===== config.mk =====
export PLATFORM = sky130hd
export DESIGN_NAME = bpb_update_queue_flat
export DESIGN_NICKNAME = d
export VERILOG_FILES = /design/src/rtl/bpb_update_queue_if.sv /design/src/rtl/bpb_update_queue.sv /design/src/flat_wrapper.sv
export SDC_FILE = /design/constraint.sdc
export NUM_CORES = 2
export LEC_CHECK = 0
export BUFFER_PORTS_ARGS = -buffer_cell sky130_fd_sc_hd__buf_2
export CAP_MARGIN = 20
export CORE_UTILIZATION = 30
export DETAILED_ROUTE_END_ITERATION = 6
export GPL_TIMING_DRIVEN = 1
export PLACE_DENSITY = 0.45
export SLEW_MARGIN = 20
export SYNTH_ARGS = -nofsm -noshare
export SYNTH_HDL_FRONTEND = slang
export SYNTH_SLANG_ARGS = --single-unit

===== constraint.sdc =====
create_clock -name clk -period 7.6 [get_ports clk]
set_clock_uncertainty 0.1 [all_clocks]
set_input_delay 1.52 -clock clk [delete_from_list [all_inputs] [get_ports clk]]
set_output_delay 1.52 -clock clk [all_outputs]
set_load 0.1 [all_outputs]

===== src/rtl/bpb_update_queue_if.sv =====
// Shared types and the commit/BPB-side bus of the BPB update queue.
package bpb_update_queue_pkg;
  typedef logic [31:0] word_t;
  typedef struct packed {
    word_t target;
    logic  taken;
  } bpb_result_t;
endpackage

interface bpb_update_queue_if #(parameter int DEPTH = 8);
  import bpb_update_queue_pkg::*;
  localparam int CW = $clog2(DEPTH) + 1;

  logic        [1:0] in_valid;
  word_t       [1:0] in_pc;
  bpb_result_t [1:0] in_result;
  logic              in_ready;
  logic              hold;
  word_t             pc_commit;
  bpb_result_t       destpc_commit;
  logic              wen;
  logic     [CW-1:0] count;
  logic              overflow;

  modport master (
    output in_valid, in_pc, in_result, hold,
    input  in_ready, pc_commit, destpc_commit, wen, count, overflow
  );
  modport slave (
    input  in_valid, in_pc, in_result, hold,
    output in_ready, pc_commit, destpc_commit, wen, count, overflow
  );
endinterface


===== src/rtl/bpb_update_queue.sv =====
// Dual-commit to single-port BPB update FIFO; drains one entry per cycle in order.
module bpb_update_queue
  import bpb_update_queue_pkg::*;
#(
  parameter int DEPTH = 8
) (
  input logic              clk,
  input logic              reset,
  bpb_update_queue_if.slave bus
);
  localparam int AW = $clog2(DEPTH);
  localparam int CW = AW + 1;

  typedef struct packed {
    word_t       pc;
    bpb_result_t res;
  } entry_t;

  entry_t [DEPTH-1:0] mem_q, mem_d;
  logic [AW-1:0]      head_q, head_d, tail_q, tail_d;
  logic [CW-1:0]      count_q, count_d;
  logic               ovf_q, ovf_d;

  entry_t [1:0]       slot_e;
  logic               rdy, pop;
  logic [1:0]         push;

  for (genvar k = 0; k < 2; k++) begin : g_slot
    assign slot_e[k] = {bus.in_pc[k], bus.in_result[k]};
  end

  // Handshake and head outputs, all derived from registered state (no bypass).
  always_comb begin
    rdy  = count_q <= CW'(DEPTH - 2);
    pop  = (count_q != '0) & ~bus.hold;
    push = bus.in_valid & {2{rdy}};
    bus.in_ready      = rdy;
    bus.wen           = pop;
    bus.count         = count_q;
    bus.overflow      = ovf_q;
    bus.pc_commit     = '0;
    bus.destpc_commit = '0;
    if (count_q != '0) begin
      bus.pc_commit     = mem_q[head_q].pc;
      bus.destpc_commit = mem_q[head_q].res;
    end
  end

  // Next state: slot 0 lands at tail, slot 1 behind it; pointers wrap mod DEPTH.
  always_comb begin
    mem_d   = mem_q;
    tail_d  = tail_q;
    head_d  = head_q + AW'(pop);
    unique case (push)
      2'b11: begin
        mem_d[tail_q]          = slot_e[0];
        mem_d[tail_q + AW'(1)] = slot_e[1];
        tail_d                 = tail_q + AW'(2);
      end
      2'b01: begin
        mem_d[tail_q] = slot_e[0];
        tail_d        = tail_q + AW'(1);
      end
      2'b10: begin
        mem_d[tail_q] = slot_e[1];
        tail_d        = tail_q + AW'(1);
      end
      default: ;
    endcase
    count_d = count_q + CW'(push[0]) + CW'(push[1]) - CW'(pop);
    ovf_d   = ovf_q | ((|bus.in_valid) & ~rdy);
  end

  // State registers; reset drops count so wen falls immediately.
  always_ff @(posedge clk or negedge reset) begin
    if (!reset) begin
      mem_q   <= '0;
      head_q  <= '0;
      tail_q  <= '0;
      count_q <= '0;
      ovf_q   <= 1'b0;
    end else begin
      mem_q   <= mem_d;
      head_q  <= head_d;
      tail_q  <= tail_d;
      count_q <= count_d;
      ovf_q   <= ovf_d;
    end
  end
endmodule


===== src/flat_wrapper.sv =====
// flat-port wrapper written by rule: the top's interface ports become plain ports
module bpb_update_queue_flat import bpb_update_queue_pkg::*;
#(
  parameter int DEPTH = 8
)
  (clk, reset, bus_in_valid, bus_in_pc, bus_in_result, bus_hold, bus_in_ready, bus_pc_commit, bus_destpc_commit, bus_wen, bus_count, bus_overflow);
  bpb_update_queue_if #(.DEPTH(DEPTH)) bus_i ();
  input logic clk;
  input logic reset;
  input wire logic [$bits(bus_i.in_valid)-1:0] bus_in_valid;
  input wire logic [$bits(bus_i.in_pc)-1:0] bus_in_pc;
  input wire logic [$bits(bus_i.in_result)-1:0] bus_in_result;
  input wire logic [$bits(bus_i.hold)-1:0] bus_hold;
  output wire logic [$bits(bus_i.in_ready)-1:0] bus_in_ready;
  output wire logic [$bits(bus_i.pc_commit)-1:0] bus_pc_commit;
  output wire logic [$bits(bus_i.destpc_commit)-1:0] bus_destpc_commit;
  output wire logic [$bits(bus_i.wen)-1:0] bus_wen;
  output wire logic [$bits(bus_i.count)-1:0] bus_count;
  output wire logic [$bits(bus_i.overflow)-1:0] bus_overflow;
  assign bus_i.in_valid = bus_in_valid;
  assign bus_i.in_pc = bus_in_pc;
  assign bus_i.in_result = bus_in_result;
  assign bus_i.hold = bus_hold;
  assign bus_in_ready = bus_i.in_ready;
  assign bus_pc_commit = bus_i.pc_commit;
  assign bus_destpc_commit = bus_i.destpc_commit;
  assign bus_wen = bus_i.wen;
  assign bus_count = bus_i.count;
  assign bus_overflow = bus_i.overflow;
  bpb_update_queue #(.DEPTH(DEPTH)) u_core (.clk(clk), .reset(reset), .bus(bus_i));
endmodule

==> metrics.cfg <==
[grt]
antenna_found_initial = 25
gr-total-overflow = 0
grt_max_degree = 178
grt_usage_pct = 31.7
grt_pass1_vias = 41400
grt_first_pass_wirelength_microns = 321000

[critical_path]
cp_slowest_cell = dfrtp_4
path_cells = buf_4 > mux4_2 > mux2i_1 > nor2_1 > buf_2
cp-end-kind = output port
path_class = register to output port
rr_worst_depth = 8
crit_fanout = 45
cp_slowest_stage_delay_ps = 1010
regToRegSetupSlack_ps = 3130
cp.required_ps = 5980
cp_data_arrival_time_ps = 3880
cp-start-kind = register

[drt]
vias_per_cell = 7.31
route.detailed.drc = 0
routed_wl_microns = 227000
num_vias = 42300
post_drt_wl_per_cell_microns = 39.2
drt_iter0_drc = 5693
postRouteAntennaNets = 0
firstDrtPassIters = 6

[yosys]
synth_cells = 4221
ys_seq_elements = 531
synth_edf_count = 0
async_flop_share_pct = 100
ys_seq_area_share_pct = 32.3
syn_area_per_cell_sq_um = 9.74
syn-num-nets = 4373
yosys_warnings = 0
yosys.cell_types.count = 36
synth_flop_cell = dfrtp_1
syn-cell-area_sq_mm = 0.0411

[cts]
cts_tree = yes
root_buffer = clkbuf_16
clk_pin_slew_worst_paths_ps = 60
cts_setup_buffers = 0
ctsHoldBuffers = 0
max-clock-path-buffers = 3
h-tree-depth = 3
clkLatencyLatePin_ps = 690
cts_buffers = 73
clock-sinks = 531
cts_resized = 0

[die]
die_w_microns = 372
start_util_pct = 30.3
die-area_sq_mm = 0.138
num_rows = 135
io_pins = 207
die_h_microns = 372
core-area_sq_mm = 0.136

[outcome]
status = finished clean

[sta]
setup_viol = 0
fin_crit_sh_pct = 72.3
maxSlewViolCount = 0
finalSetupTns_ps = 0
hold_viol = 0
maxSlewHeadroom_pct = 16.4
fmaxAchievable_mhz = 182
worst_pin_slew_ps = 1250
rsz0062_at_grt = no
fin_crit_ps = 5500

[min_path]
whs_path_depth = 1
hold_path_class = register to register

[run]
cap_violations = 0

[placement]
io_buffer_count = 206
place.gp.congestion = 0.793
hpwlAfterDp_microns = 113000

[cells_and_area]
area_growth_syn_to_layout_pct = 10.9
drive_above_1_share_pct = 15.3
fin_nets = 4094
nFillCells = 13800

## layout by cell type (no fill, tap or decap), drive strengths merged, types with 2 or more instances in the layout
| cell | Yosys | layout |
|---|---|---|
| buf | 247 | 308 |
| a221o | 520 | 520 |
| mux2i | 588 | 588 |
| mux4 | 130 | 130 |
| nor2b | 2 | 2 |
| fa | 2 | 2 |
| a41oi | 64 | 64 |
| nand3 | 3 | 3 |
| clkbuf | 415 | 114 |
| a22oi | 2 | 2 |
| clkinv | 0 | 6 |
| a31oi | 455 | 455 |
| a22o | 64 | 64 |
| a211oi | 519 | 519 |
| o21ai | 132 | 132 |
| inv | 11 | 16 |
| xor2 | 5 | 5 |
| and2 | 67 | 67 |
| ha | 15 | 15 |
| nor2 | 347 | 347 |
| a21oi | 9 | 9 |
| diode | 0 | 9 |
| dfrtp | 531 | 531 |
| nand2 | 79 | 79 |
| bufinv | 0 | 6 |
| nand2b | 7 | 7 |
## state kept, by name (all words and copies together), names as in the netlist
name,cells
u_core.bus.overflow,1
u_core.head_q,3
u_core.tail_q,3
u_core.bus.count,4
u_core.mem_q,520
## path summary, 6_finish.rpt
path / endpoint / startpoint
max: bus_destpc_commit[24] / u_core.head_q[1]$_DFF_PN0_
min: u_core.bus.overflow$_DFF_PN0_ / u_core.bus.overflow$_DFF_PN0_
max reg2reg: u_core.mem_q[421]$_DFFE_PN0P_ / u_core.tail_q[0]$_DFFE_PN0P_
min reg2reg: u_core.bus.overflow$_DFF_PN0_ / u_core.bus.overflow$_DFF_PN0_
max in group asynchronous: u_core.mem_q[5]$_DFFE_PN0P_ / reset
min in group asynchronous: u_core.bus.overflow$_DFF_PN0_ / reset
## final cells by class
type                       instances  area [sq um]  share of cell area [%]
timing repair buffer             308          1980                    4.35
sequential                       531         13300                    29.2
inverter                          11          43.8                  0.0961
antenna                            9          22.5                  0.0494
clock buffer                     114          2260                    4.96
multi-input combinational       3017         25500                    55.9
clock inverter                    18           284                   0.623
tap                             1781          2230                    4.89
## worst max-delay path, delay by kind of cell (launching register included)
kind          cells  cell delay [ps]
flops             1             1010
buf+inv           2             1010
mux               2              980
simple gates      1               90
## synthesized netlist by cell type (all sizes together), types with 2 or more instances
cell | n | area share, %
mux2i | 588 | 14
dfrtp | 531 | 32
a221o | 520 | 13
a211oi | 519 | 9.5
a31oi | 455 | 6.9
clkbuf | 415 | 3.8
nor2 | 347 | 3.2
buf | 247 | 2.9
o21ai | 132 | 1.6
mux4 | 130 | 7.1
nand2 | 79 | 0.72
and2 | 67 | 1.0
a22o | 64 | 1.4
a41oi | 64 | 1.4
ha | 15 | 0.46
inv | 11 | 0.10
a21oi | 9 | 0.11
nand2b | 7 | 0.11
xor2 | 5 | 0.12
nand3 | 3 | 0.037
a22oi | 2 | 0.037
fa | 2 | 0.097
nor2b | 2 | 0.030
## routing by layer
layer / vias to the layer above / wire (microns) / GRT usage, %
li1: 16700 / - / -
met1: 21900 / 91900 / 42.2
met2: 2984 / 100000 / 48.4
met3: 749 / 22900 / 7.12
met4: 22 / 11700 / 15.0
met5: - / 137 / 0
## metrics by stage
| stage | instance area [sq um] | setup WS [ps] | hold WS (ps) | cells | utilization [%] |
|---|---|---|---|---|---|
| 2_1_floorplan | 41100 | 2250 | 364 | 4221 | - |
| 3_3_place_gp | 43000 | 2590 | 359 | 5647 | 31.7 |
| 3_5_place_dp | 43000 | 2510 | 367 | 5647 | 31.7 |
| 4_1_cts | 45500 | 2100 | 384 | 5779 | 33.6 |
| 5_1_grt | 45600 | 2050 | 418 | 5782 | 33.6 |
| 6_report | 45600 | 2100 | 383 | 5789 | 33.6 |
## kinds of logic (layout without fill, tap and decap cells)
family,after synthesis,count (layout),synth area share [%]
AO/OA/AOI/OAI,1767,1767,33.6
multiplexers,718,718,21.4
buffers and inverters,673,451,6.76
flip-flops,531,531,32.3
AND/OR/NAND/NOR,509,509,5.16
adder cells (fa/ha/maj),17,17,0.554
XOR/XNOR,6,6,0.164
other,0,9,0
Power is not shown: default switching activity piles up to over one toggle a cycle in this logic, so the estimate is an artifact.
